--- src/rtl/fifo_pkg.sv ---
// Shared FIFO helpers: width functions and the status-flag bundle, reused by
// the synchronous and asynchronous FIFO controllers.
package fifo_pkg;

  // Address width; a depth below 2 still gets a 1-bit pointer.
  function automatic int unsigned fifo_aw(input int unsigned depth);
    return (depth < 2) ? 1 : $clog2(depth);
  endfunction

  function automatic int unsigned fifo_cw(input int unsigned depth);
    return $clog2(depth + 1);
  endfunction

  typedef struct packed {
    logic full;
    logic empty;
    logic almost_full;
    logic almost_empty;
  } fifo_flags_t;

  localparam int unsigned FIFO_DEFAULT_DEPTH = 512;

endpackage

--- src/rtl/fifo_wrap_ptr.sv ---
// Wrapping FIFO pointer: advances on inc_i and returns from Depth-1 to 0,
// so non-power-of-two depths never address past the last entry.
module fifo_wrap_ptr
  import fifo_pkg::*;
#(
  parameter  int unsigned Depth = FIFO_DEFAULT_DEPTH,
  localparam int unsigned AW    = fifo_aw(Depth)
) (
  input  logic          clk_i,
  input  logic          rst_i,
  input  logic          inc_i,
  output logic [AW-1:0] ptr_o
);

  logic [AW-1:0] ptr_q, ptr_d;

  always_comb begin
    ptr_d = ptr_q;
    if (inc_i) begin
      ptr_d = (ptr_q == AW'(Depth - 1)) ? '0 : ptr_q + AW'(1);
    end
  end

  always_ff @(posedge clk_i) begin
    if (rst_i) ptr_q <= '0;
    else       ptr_q <= ptr_d;
  end

  assign ptr_o = ptr_q;

endmodule

--- src/rtl/sync_fifo_ctrl.sv ---
// Single-clock FIFO controller sequencing a dual-port SRAM with a registered
// read port; tracks occupancy, flags, read-valid and sticky error flags.
module sync_fifo_ctrl
  import fifo_pkg::*;
#(
  parameter  int unsigned Depth          = FIFO_DEFAULT_DEPTH,
  parameter  int unsigned AlmostFullThr  = Depth - 4,
  parameter  int unsigned AlmostEmptyThr = 4,
  localparam int unsigned AW             = fifo_aw(Depth),
  localparam int unsigned CW             = fifo_cw(Depth)
) (
  input  logic          clk,
  input  logic          rst,
  input  logic          wr_req,
  input  logic          rd_req,
  output logic          sram_wren,
  output logic [AW-1:0] sram_wraddr,
  output logic          sram_rden,
  output logic [AW-1:0] sram_rdaddr,
  output logic          rd_valid,
  output logic [CW-1:0] count,
  output logic          full,
  output logic          empty,
  output logic          almost_full,
  output logic          almost_empty,
  output logic          overflow,
  output logic          underflow
);

  logic [CW-1:0] count_q, count_d;
  logic          rd_valid_q, overflow_q, overflow_d, underflow_q, underflow_d;
  logic          wr_acc, rd_acc;
  fifo_flags_t   flags;

  always_comb begin
    flags              = '0;
    flags.full         = (count_q == CW'(Depth));
    flags.empty        = (count_q == '0);
    flags.almost_full  = (32'(count_q) >= AlmostFullThr);
    flags.almost_empty = (32'(count_q) <= AlmostEmptyThr);
  end

  // A pop frees a slot in the same cycle, so a push at full is allowed with it;
  // there is no empty bypass. Nothing is accepted while reset is held.
  assign rd_acc = ~rst & rd_req & ~flags.empty;
  assign wr_acc = ~rst & wr_req & (~flags.full | rd_acc);

  fifo_wrap_ptr #(.Depth(Depth)) u_wr_ptr (
    .clk_i (clk),
    .rst_i (rst),
    .inc_i (wr_acc),
    .ptr_o (sram_wraddr)
  );

  fifo_wrap_ptr #(.Depth(Depth)) u_rd_ptr (
    .clk_i (clk),
    .rst_i (rst),
    .inc_i (rd_acc),
    .ptr_o (sram_rdaddr)
  );

  always_comb begin
    count_d = count_q;
    unique case ({wr_acc, rd_acc})
      2'b10:   count_d = count_q + CW'(1);
      2'b01:   count_d = count_q - CW'(1);
      default: count_d = count_q;
    endcase
    overflow_d  = overflow_q  | (wr_req & ~wr_acc);
    underflow_d = underflow_q | (rd_req & ~rd_acc);
  end

  always_ff @(posedge clk) begin
    if (rst) begin
      count_q     <= '0;
      rd_valid_q  <= 1'b0;
      overflow_q  <= 1'b0;
      underflow_q <= 1'b0;
    end else begin
      count_q     <= count_d;
      rd_valid_q  <= rd_acc;
      overflow_q  <= overflow_d;
      underflow_q <= underflow_d;
    end
  end

  assign sram_wren    = wr_acc;
  assign sram_rden    = rd_acc;
  assign rd_valid     = rd_valid_q;
  assign count        = count_q;
  assign full         = flags.full;
  assign empty        = flags.empty;
  assign almost_full  = flags.almost_full;
  assign almost_empty = flags.almost_empty;
  assign overflow     = overflow_q;
  assign underflow    = underflow_q;

endmodule

--- config.mk ---
export PLATFORM = sky130hd
export DESIGN_NAME = sync_fifo_ctrl
export DESIGN_NICKNAME = d
export VERILOG_FILES = /design/src/rtl/fifo_pkg.sv /design/src/rtl/fifo_wrap_ptr.sv /design/src/rtl/sync_fifo_ctrl.sv
export SDC_FILE = /design/constraint.sdc
export NUM_CORES = 1
export LEC_CHECK = 0
export BUFFER_PORTS_ARGS = -buffer_cell sky130_fd_sc_hd__buf_2
export CORE_MARGIN = 5
export CORE_UTILIZATION = 57
export DETAILED_ROUTE_END_ITERATION = 10
export PLACE_DENSITY = 0.84
export SLEW_MARGIN = 20
export SYNTH_ARGS = -nofsm -noshare
export SYNTH_HDL_FRONTEND = slang
export SYNTH_SLANG_ARGS = --single-unit
--- constraint.sdc ---
create_clock -name clk -period 6.1 [get_ports clk]
set_clock_uncertainty 0.05 [all_clocks]
set_input_delay 0.61 -clock clk [delete_from_list [all_inputs] [get_ports clk]]
set_output_delay 0.61 -clock clk [all_outputs]
set_load 0.1 [all_outputs]
-- Word level (Yosys, flattened, before mapping)
Index checks and enable logic that the tools add are counted.
- register bits after elaboration: 31
- bits in latches: 0
- RAM bits: 0
- bits in read-only memories: 0
- bits of input ports: 4
- output and inout port bits: 37
- memories: 0
- add/sub/neg operators: 4
- multiply operators: 0
- divide/modulo/power cells: 0
- order comparisons: 2
- equal/unequal tests: 5
- shift operators: 0
- muxes and demuxes: 3
- bitwise operators: 14
- reductions and logical operators: 2
- operators by type and width (cell ; number):
    $pmux 10 s2 ; 1
    $add 9x1->9 const B ; 2
    $eq 9x9->1 const B ; 2
    $mux 9 ; 2
    $add 10x1->10 const B ; 1
    $eq 10x10->1 const B ; 1
    $ge 10x9->1 const B ; 1
    $le 10x3->1 const B ; 1
    $logic_not 10->1 ; 1
    $sub 10x1->10 const B ; 1
    $and 1x1->1 ; 6
    $not 1->1 ; 5
    $or 1x1->1 ; 3
    $eq 2x1->1 const B ; 1
    $eq 2x2->1 const B ; 1
    $reduce_bool 2->1 ; 1

-- Longest topological paths before layout
Gate-level depths: netlist (run 1).
- depth in word-level cells: 8
- depth in mapped cells: 11
- gate-level depth less buffers: 11

-- By module
A second synthesis (run 1) with hierarchy kept.
- cells, all modules: 210
- area, all modules: 1826.8 sq um
- by module, submodules not included (module ; times used ; cells an instance ; area each (sq um) ; seq. area each (sq um)):
    sync_fifo_ctrl ; 1 ; 120 ; 978.4 ; 260.2
    fifo_wrap_ptr ; 2 ; 45 ; 424.2 ; 180.2

-- Worst setup path before layout (run 1)
Ideal clock, no wire load.
- path type: register to output
- from: reg count_q[6], in the netlist count[6]
- to: out almost_full
- arrival time: 3314 ps
- data required time: 5440 ps
- setup slack: 2126 ps
- stages on the path, launching flop included: 3
- cell sequence: dfxtp_1 > nand4_1 > o21ai_0
- longest elaborated chain between the ends: 1
- RTL lines (element ; RTL line ; source):
    start: declaration ; sync_fifo_ctrl.sv:30 ; logic [CW-1:0] count_q, count_d;
    start signal: assignment ; sync_fifo_ctrl.sv:80 ; count_q <= count_d;
    $ge 10x9->1 ; sync_fifo_ctrl.sv:39 ; flags.almost_full = (32'(count_q) >= AlmostFullThr);
    end: declaration ; sync_fifo_ctrl.sv:24 ; output logic almost_full,
No other way between the ends.

-- Final worst setup path (run 1)
- from: reg count_q[0], in the netlist count[0]
- to: reg count_q[7], in the netlist count[7]
- longest elaborated chain between the ends: 7
- RTL lines (element ; RTL line ; source):
    $logic_not 10->1 ; sync_fifo_ctrl.sv:38 ; flags.empty = (count_q == '0);
    $not 1->1 ; sync_fifo_ctrl.sv:45 ; assign rd_acc = ~rst & rd_req & ~flags.empty;
    $and 1x1->1 ; sync_fifo_ctrl.sv:45 ;
    $or 1x1->1 ; sync_fifo_ctrl.sv:46 ; assign wr_acc = ~rst & wr_req & (~flags.full | rd_acc);
    $and 1x1->1 ; sync_fifo_ctrl.sv:46 ;
    $eq 2x1->1 / $eq 2x2->1 (equally long branches) ; sync_fifo_ctrl.sv:64 ; unique case ({wr_acc, rd_acc})
    $pmux 10 s2 / $reduce_bool 2->1 (equally long branches) ; -- ;
Parallel ways exist; a longest one is shown, timed or not.
A chain may end at the register's enable or synchronous reset.

==> summary.txt, run 1 <==
Logic synthesis
  • Synth Cell Area: 1790 µm²
  • Cell with the most instances after synthesis: nor2_1
  • Area leader, netlist: dfxtp_1
  • Share of the synthesized area in the top cell type: 0.348
  • Synthesized area per cell: 8.38 µm²
  • Synth top area cells: dfxtp_1 (35%), ha_1 (8.4%), nor2_1 (8.4%), mux2i_1 (5.6%), a21oi_1 (3.9%)
  • Synth async-reset ratio: 0
  • Yosys reg bits: 31
  • Ys Warns: 0
  • Register area share after synthesis: 0.348
  • Syn Inst Count: 213
  • Number of synthesized flops with an enable pin: 0
  • Ys flop type: dfxtp_1
  • Yosys cell types: 44
  • Post-synthesis net count: 230
  • Synth top cells by count: nor2_1 (40), dfxtp_1 (31), a21oi_1 (14)

Place
  • DP Area: 2010 µm²
  • GPL Wtd Cong: 0.816
  • IO buf count: 40
  • Dpl hpwl: 3050 µm
  • Placed cells: 292

Setup path
  • CP max stage delay: 0.53 ns
  • Crit path max fanout: 9
  • Critical Path Source Type: flop
  • Crit Path Category: flop to flop
  • Worst endpoint required time: 6.25 ns
  • Crit-path leading delay family: compound AO/OA/AOI/OAI gates
  • CP Cell Sequence: nor3_1 -> a41oi_1 -> nand2_2 -> nor2_1 -> ha_1 -> a21oi_1 -> nor2b_1 -> a311o_1 -> o31ai_1 -> xor2_1 -> o21ai_0
  • Crit. End Element: flop
  • Critical-path top delay cell: dfxtp_1
  • Worst Path Arrival: 3.76 ns
  • Buf/Inv on CP: 0

Finish
  • Fin nets: 272
  • Final Util: 0.693
  • Final std cell area, no fill: 2100 µm²
  • FILL cells: 259
  • ANT cells: 0
  • Ratio of cells with drive above 1 in the final layout: 0.219
  • Layout Area Growth over Synthesis: 17.5%
  • Final Non-Filler Cells: 300

Clock network
  • Setup bufs post-CTS: 0
  • CTS root buf: clkbuf_4
  • Post-cts resize count: 0
  • Worst-case clock buffer depth: 2
  • Worst skew pair latency: 0.34 ns
  • Hold-fix buffers at CTS: 0
  • Clk slew on worst S/H paths: 0.10 ns
  • TritonCTS clock tree: built
  • CTS Buf Count: 5
  • Sinks on Clock Net: 31
  • H-tree Lvls: 2

Pwr
  • Clock group share of total power: 0.241
  • Pwr dens: 340 nW/µm²
  • Sequential Power Share: 0.324
  • Comb power frac: 0.435
  • Switching share of power: 0.479
  • Peak supply drop: 200 µV
  • Sw Pwr: 342 µW
  • Leak: 1.04 nW
  • Int Pwr: 372 µW

Detailed routing
  • Vias: 1,696
  • Vias per cell: 5.65
  • Number of routed nets with antenna violations: 0
  • Drt initial violations: 135
  • WL final: 4190 µm
  • Avg WL per Cell: 14.0 µm
  • DRT Pass-1 Iters: 4
  • Drt drc: 0

STA
  • Total negative setup slack: 0 ns
  • Period utilization: 0.591
  • # setup viols final: 0
  • Min Hold Slack: 0.432 ns
  • Max-slew violation count: 0
  • Tmin final: 3.60 ns
  • Rel. slew slack: 0.589
  • Slew @ Worst Pin: 0.614 ns
  • RSZ-0062 raised after global routing: no
  • Fmax: 0.277 GHz
  • Fin. Hold Viols: 0

Job
  • Max-capacitance violation count: 0

Global routing
  • Number of global-route vias before repair: 1,612
  • First-pass GRT wire length: 7100 µm
  • All-Layer GR Usage: 0.210
  • Largest net degree at the start of global routing: 21
  • Gr ovfl total: 0
  • Initial antenna violation count: 0

Floorplan
  • Die Footprint: 4350 µm²
  • Starting Density: 0.590
  • IO Pins: 41
  • Die Height: 66.0 µm
  • Core area: 3030 µm²
  • Row count: 20
  • Die W: 66.0 µm

Outcome
  • Outcome: complete, no violations

Hold path
  • Hold Crit Class: flop to flop
## layout by cell type, fill, tap and decap left out, drive strengths merged, types with 3 or more instances in the layout
cell type   n
nor2       41
inv         7
nand3b      6
ha         12
nor2b       3
nand4       4
o21ai      12
dfxtp      31
mux2i      10
nand3       8
and3       10
nand2      12
xnor2       5
clkbuf      6
xor2        9
buf        40
a21oi      14
## final cells by class
type                       instances  area (µm²)  share of cell area
timing repair buffer              40         200              0.0954
clock buffer                       6        51.3              0.0244
clock inverter                     2        35.0              0.0167
sequential                        31         621               0.296
multi-input combinational        170        1110               0.529
inverter                           7        26.3              0.0125
tap                               44        55.1              0.0262
## state kept, by name, indices dropped and copies added (netlist names)
register and flops:
underflow 1, u_rd_ptr.ptr_o 9, rd_valid 1, u_wr_ptr.ptr_o 9, overflow 1, count 10
## metal layers
metal	up-vias	wire length [µm]	track usage
met1	807	1900	0.253
met3	4	202	0.0527
met5	-	0	0
li1	840	-	-
met4	0	36	0.0761
met2	45	2050	0.359
## worst reg2reg max path: stages (launching register included)
cell and delay (ns):
dfxtp_1 0.53, nor3_1 0.16, a41oi_1 0.48, nand2_2 0.15, nor2_1 0.50, ha_1 0.41
a21oi_1 0.17, nor2b_1 0.06, a311o_1 0.39, o31ai_1 0.30, xor2_1 0.20, o21ai_0 0.09
## power by group through the flow
| stage | clock, mW | combinational, mW | sequential [mW] |
|---|---|---|---|
| after floorplan | 0 | 0.180 | 0.320 |
| after global placement | 0 | 0.305 | 0.235 |
| after detailed placement | 0 | 0.309 | 0.236 |
| after CTS | 0.175 | 0.310 | 0.231 |
| after global routing | 0.185 | 0.326 | 0.234 |
| final | 0.172 | 0.311 | 0.231 |
## stage by stage
| stage | total power, mW | setup slack [ns] |
|---|---|---|
| 6_report | 0.714 | 2.50 |
| 3_5_place_dp | 0.545 | 2.45 |
| 2_1_floorplan | 0.500 | 2.13 |
| 4_1_cts | 0.716 | 2.52 |
| 3_3_place_gp | 0.541 | 2.56 |
| 5_1_grt | 0.745 | 2.16 |
## kinds of logic after synthesis
logic type | after synthesis | share of synthesized area
flops | 31 | 0.348
mux | 10 | 0.0561
buf+inv | 12 | 0.0308
fa+ha+maj | 13 | 0.0953
compound gates | 41 | 0.143
simple gates | 92 | 0.254
xor+xnor | 14 | 0.0729
## final timing paths
| kind | startpoint | cells after the start | to | slack [ns] |
|---|---|---|---|---|
| min | u_wr_ptr.ptr_o[8]$_SDFFE_PP0P_ | 2 | u_wr_ptr.ptr_o[8]$_SDFFE_PP0P_ | 0.43 |
| min reg2reg | u_wr_ptr.ptr_o[8]$_SDFFE_PP0P_ | 2 | u_wr_ptr.ptr_o[8]$_SDFFE_PP0P_ | 0.43 |
| max reg2reg | count[0]$_SDFFE_PP0P_ | 11 | count[7]$_SDFFE_PP0P_ | 2.50 |
| max | count[0]$_SDFFE_PP0P_ | 11 | count[7]$_SDFFE_PP0P_ | 2.50 |
No activity file was read; power rests on OpenSTA's default activity.
==> run 2, diff against run 1 <==
ABC_AREA = 1   (was default)
CORE_UTILIZATION = 49   (was 57)
PLACE_DENSITY = 0.76   (was 0.84)
clock period = 3.1 ns   (was 6.1 ns; I/O delays follow)
==> run 2 against run 1 <==
  * Worst hold slack lost 0.19 ns
  * Flip-flop and latch count unchanged
  * Count of clock-buffer cells in the layout unchanged
  * Critical path depth rose by 3
  * Synthesized cell count increased by 29%
  * Worst setup slack got worse by 2.1 ns
  * Cell count is 23% higher
  * Clock power increased by 140%
  * Final area rose by 8.1%
  * Die area up 19%
  * Core utilization fell by 7.8 points
  * Area after synthesis up 5.3%
  * Critical endpoint is now count[9]$_SDFFE_PP0P_
  * Highest routed layer unchanged
==> summary.txt, run 2 <==
Setup path
  • Worst endpoint required time: 3.23 ns
  • Critical Path Source Type: flop
  • Crit. End Element: flop
  • Crit path max fanout: 16
  • Crit Path Category: flop to flop
  • Worst Path Arrival: 2.87 ns

Clock network
  • CTS Buf Count: 5
  • Setup bufs post-CTS: 0
  • TritonCTS clock tree: built
  • Post-cts resize count: 0
  • Worst skew pair latency: 0.28 ns
  • Clk slew on worst S/H paths: 0.07 ns
  • Worst-case clock buffer depth: 2
  • CTS root buf: clkbuf_8
  • Sinks on Clock Net: 31
  • H-tree Lvls: 2
  • Hold-fix buffers at CTS: 0

Place
  • Dpl hpwl: 3320 µm
  • IO buf count: 40
  • GPL Wtd Cong: 0.896

Finish
  • Layout Area Growth over Synthesis: 20.6%
  • Ratio of cells with drive above 1 in the final layout: 0.219
  • Commonest non-fill, non-tap cell in the layout: nand2_1
  • Max FFs per register: 10
  • Final Util: 0.615
  • ANT cells: 0
  • Fin nets: 336
  • Commonest cells after routing, fill and taps aside: nand2_1 (56), nor2_1 (42), buf_2 (40), inv_1 (32), a21oi_1 (22)

Floorplan
  • Die W: 72.0 µm
  • Starting Density: 0.510
  • Core area: 3690 µm²
  • Die Footprint: 5180 µm²
  • Row count: 22
  • IO Pins: 41
  • Die Height: 72.0 µm

Global routing
  • Number of global-route vias before repair: 1,652
  • Largest net degree at the start of global routing: 17
  • First-pass GRT wire length: 7490 µm
  • Gr ovfl total: 0
  • Initial antenna violation count: 0
  • All-Layer GR Usage: 0.179

STA
  • Total negative setup slack: 0 ns
  • Rel. slew slack: 0.672
  • Period utilization: 0.886
  • Slew @ Worst Pin: 0.495 ns
  • Fmax: 0.364 GHz
  • Tmin final: 2.75 ns
  • RSZ-0062 raised after global routing: no
  • Fin. Hold Viols: 0
  • Max-slew violation count: 0
  • # setup viols final: 0

Job
  • Max-capacitance violation count: 0

Logic synthesis
  • Synthesized area per cell: 6.84 µm²
  • Synth top area cells: dfxtp_1 (33%), nand2_1 (11%), nor2_1 (8.4%), ha_1 (8.0%), inv_1 (6.4%)
  • Yosys reg bits: 31
  • Syn Inst Count: 275
  • Ys flop type: dfxtp_1
  • Share of the synthesized area in the top cell type: 0.330
  • Area leader, netlist: dfxtp_1
  • Synth top cells by count: nand2_1 (56), nor2_1 (42), inv_1 (32)
  • Yosys cell types: 27
  • Synth async-reset ratio: 0
  • Cell with the most instances after synthesis: nand2_1
  • Synth Cell Area: 1880 µm²
  • Post-synthesis net count: 292
  • Register area share after synthesis: 0.330
  • Number of synthesized flops with an enable pin: 0
  • Ys Warns: 0

Detailed routing
  • Vias: 1,850
  • Met2 wire len: 2010 µm
  • Number of routed nets with antenna violations: 0
  • DRT Pass-1 Iters: 4
  • WL final: 4460 µm
  • Met3 WL: 227 µm
  • Drt drc: 0
  • Top sig layer: met4
  • Avg WL per Cell: 12.1 µm
  • Vias per cell: 5.03
  • Metal1 wirelength: 2160 µm
  • Drt initial violations: 98

Outcome
  • Outcome: complete, no violations

Hold path
  • Hold Crit Class: input port to flop

Pwr
  • Peak supply drop: 358 µV
  • Leak: 1.13 nW
  • Pwr dens: 601 nW/µm²
-- run 2: cell types whose count changed after synthesis, moves of 3 or more --
cell,previous run,this run
nand2_1,11,56
nand3_1,8,20
a21oi_1,14,22
nand4_1,4,8
mux2i_1,10,0
inv_1,6,32
nor3_1,2,7
xor2_1,8,11
and3_1,9,0
xnor2_1,5,2
nand3b_1,6,0
nor2b_1,3,0
-- run 2: metal layers --
| metal | up-vias | GRT usage |
|---|---|---|
| met5 | - | 0 |
| met4 | 0 | 0.0626 |
| met3 | 6 | 0.0388 |
| met2 | 37 | 0.283 |
| met1 | 827 | 0.239 |
| li1 | 980 | - |
-- run 2: power by group --
part	total [mW]	switching (mW)	internal [mW]	leakage, nW
logic	0.485	0.395	0.0893	0.815
registers	0.459	0.0328	0.426	0.257
clock network	0.419	0.159	0.260	0.0612
-- run 2: area by class of cell --
class,count,area [µm²]
fillers,355,1420
multi-input cells,205,1110
clock inverters,2,35.0
flip-flops and latches,31,633
clock buffers,6,82.6
well taps,48,60.1
inverters,35,134
repair buffers,41,208
-- run 2: cell families after synthesis --
| logic type | synth area share |
|---|---|
| and+or+nand+nor | 0.322 |
| AOI/OAI and AO/OA | 0.114 |
| buffers and inverters | 0.0832 |
| DFF | 0.330 |
| xor gates and xnor gates | 0.0605 |
| adders and majority gates | 0.0905 |
-- run 2: worst paths after layout --
| path | slack [ns] | depth (start not counted) | startpoint | to |
|---|---|---|---|---|
| worst min register to register | 0.41 | 2 | u_rd_ptr.ptr_o[4]$_SDFFE_PP0P_ | u_rd_ptr.ptr_o[4]$_SDFFE_PP0P_ |
| worst max-delay path | 0.35 | 14 | count[4]$_SDFFE_PP0P_ | count[9]$_SDFFE_PP0P_ |
| worst max register to register | 0.35 | 14 | count[4]$_SDFFE_PP0P_ | count[9]$_SDFFE_PP0P_ |
| worst min-delay path | 0.24 | 3 | wr_req | overflow$_SDFF_PP0_ |
-- run 2: per-stage QoR --
step / instances / cell area [µm²] / setup slack [ns] / hold WS (ns) / total power [mW]
after floorplan: 275 / 1900 / 0.128 / 0.329 / 0.877
after global placement: 360 / 2150 / 0.418 / 0.394 / 0.948
after detailed placement: 360 / 2150 / 0.378 / 0.400 / 0.952
after CTS: 368 / 2270 / 0.360 / 0.229 / 1.38
after global routing: 368 / 2270 / 0.0772 / 0.253 / 1.42
final: 368 / 2270 / 0.353 / 0.239 / 1.36
-- run 2: critical path, cell delays in order (launching register included) --
cell	delay (ns)
dfxtp_2	0.34
nor2_1	0.17
nand3_2	0.15
o21bai_4	0.34
inv_2	0.11
nand2_2	0.10
inv_1	0.18
ha_1	0.42
nand2_1	0.11
nor2_1	0.16
nand3_1	0.13
nand4_1	0.11
nand2_1	0.07
a21oi_1	0.13
nor2_1	0.06
==> run 3, diff against run 2 <==
CORE_UTILIZATION = 35   (was 49)
PLACE_DENSITY = 0.58   (was 0.76)
==> run 3 against run 2 <==
  * Sequential share of layout area is essentially flat
  * Cell count up 5.7%
  * Core utilization down 18 points
  * Routed wire length rose by 3.1%
  * First-iteration DRC count is 28% lower
  * Count of clock-buffer cells in the layout unchanged
  * Power is 6.9% lower
  * Register-to-register slack about the same
  * Via count rose by 1.0%
  * Worst setup slack improved by 0.013 ns
  * Critical path type unchanged
==> summary.txt, run 3 (synthesis results as in run 2) <==
Floorplan
  • Starting Density: 0.364
  • Die W: 83.3 µm
  • IO Pins: 41
  • Core area: 5170 µm²
  • Die Footprint: 6940 µm²
  • Row count: 26
  • Die Height: 83.3 µm

Setup path
  • Worst Path Arrival: 2.86 ns
  • Crit Path Category: flop to flop
  • Worst endpoint required time: 3.22 ns
  • Crit path max fanout: 16
  • Crit-path leading delay family: simple AND/OR/NAND/NOR gates
  • Critical Path Source Type: flop
  • Launch point of the worst reg-to-reg path: count[4]$_SDFFE_PP0P_
  • Buf/Inv on CP: 2
  • Crit. End Element: flop
  • CP max stage delay: 0.42 ns
  • Critical Path Start: count[4]$_SDFFE_PP0P_
  • Most frequent CP cell: nor2_1
  • Critical-path top delay cell: ha_1
  • CP Cell Sequence: nor2_1 -> nand3_2 -> o21bai_4 -> inv_2 -> nand2_2 -> inv_1 -> ha_1 -> nand2_1 -> nor2_1 -> nand3_1 -> nand4_1 -> nand2_1 -> a21oi_1 -> nor2_1

Pwr
  • Comb power frac: 0.381
  • Leak: 1.12 nW
  • Sw Pwr: 579 µW
  • Peak supply drop: 273 µV
  • Total Power: 1.27 mW
  • Sequential Power Share: 0.364
  • Pwr dens: 560 nW/µm²
  • Int Pwr: 689 µW
  • Switching share of power: 0.457
  • Clock group share of total power: 0.256

Clock network
  • CTS root buf: clkbuf_8
  • CTS Buf Count: 5
  • H-tree Lvls: 2
  • Worst skew pair latency: 0.28 ns
  • Hold-fix buffers at CTS: 0
  • Worst-case clock buffer depth: 2
  • Post-cts resize count: 0
  • Setup bufs post-CTS: 0
  • Sinks on Clock Net: 31
  • Clk slew on worst S/H paths: 0.07 ns
  • TritonCTS clock tree: built

Finish
  • Final Util: 0.438
  • FILL cells: 565
  • Max FFs per register: 10
  • Commonest cells after routing, fill and taps aside: nand2_1 (56), nor2_1 (42), buf_2 (40), inv_1 (32), a21oi_1 (22)
  • ANT cells: 0
  • Fin nets: 336
  • Layout Area Growth over Synthesis: 20.4%
  • Ratio of cells with drive above 1 in the final layout: 0.216
  • Commonest non-fill, non-tap cell in the layout: nand2_1

STA
  • Rel. slew slack: 0.666
  • Period utilization: 0.882
  • Slew @ Worst Pin: 0.504 ns
  • Total negative setup slack: 0 ns
  • Fin worst setup slack: 0.365 ns
  • Min Hold Slack: 0.224 ns
  • Fmax: 0.366 GHz
  • # setup viols final: 0
  • Fin. Hold Viols: 0
  • Max-slew violation count: 0
  • RSZ-0062 raised after global routing: no
  • Tmin final: 2.73 ns

Detailed routing
  • Vias: 1,869
  • Avg WL per Cell: 11.8 µm
  • Drt initial violations: 71
  • Drt drc: 0
  • Number of routed nets with antenna violations: 0
  • WL final: 4600 µm
  • DRT Pass-1 Iters: 5
  • Vias per cell: 4.80

Job
  • Max-capacitance violation count: 0

Global routing
  • All-Layer GR Usage: 0.142
  • First-pass GRT wire length: 8260 µm
  • Largest net degree at the start of global routing: 17
  • Initial antenna violation count: 0
  • Number of global-route vias before repair: 1,783
  • Gr ovfl total: 0

Place
  • IO buf count: 40
  • Dpl hpwl: 3490 µm
  • GPL Wtd Cong: 0.869
  • Post-Place Worst Slack: 0.388 ns

Outcome
  • Outcome: complete, no violations

Hold path
  • Hold Crit Class: input port to flop
  • Critical hold path startpoint: wr_req
## run 3: cell types whose count changed in the layout (fill, tap and decap cells not counted), sizes merged
cell    delta
bufinv     -1
## run 3: path summary, 6_finish.rpt
path                            cells after the start  slack, ns                              to
worst max-delay path                               14       0.37           count[9]$_SDFFE_PP0P_
worst min-delay path                                3       0.22             overflow$_SDFF_PP0_
worst max register to register                     14       0.37           count[9]$_SDFFE_PP0P_
worst min register to register                      2       0.42  u_rd_ptr.ptr_o[4]$_SDFFE_PP0P_
## run 3: layout make-up
cell class              count  area (µm²)  share of cell area
multi-input cells         205        1110               0.492
flip-flops and latches     31         633               0.280
clock inverters             1        5.00             0.00221
clock buffers               6        82.6              0.0365
inverters                  35         134              0.0591
well taps                  70        87.6              0.0387
repair buffers             41         208              0.0917
## run 3: power groups by stage
stage / registers (mW) / logic, mW / clock network, mW
final: 0.461 / 0.483 / 0.324
after global routing: 0.466 / 0.519 / 0.349
after CTS: 0.461 / 0.487 / 0.337
after detailed placement: 0.470 / 0.487 / 0
after global placement: 0.470 / 0.487 / 0
after floorplan: 0.632 / 0.245 / 0
## run 3: metal layers
metal / GRT usage / vias up / part of all wire
met3: 0.0376 / 6 / 0.045
met1: 0.178 / 848 / 0.48
met5: 0 / - / 0
met2: 0.234 / 35 / 0.46
met4: 0.0505 / 0 / 0.012
li1: - / 980 / -
## run 3: stage by stage
step / instance area [µm²] / std cells
6_report: 2260 / 389
2_1_floorplan: 1900 / 275
4_1_cts: 2260 / 389
3_3_place_gp: 2180 / 382
3_5_place_dp: 2180 / 382
5_1_grt: 2260 / 389
## run 3: tightest hold or removal path, cell delays in order
cell	delay, ns
buf_2	0.09
a21oi_1	0.06
nor2_1	0.07
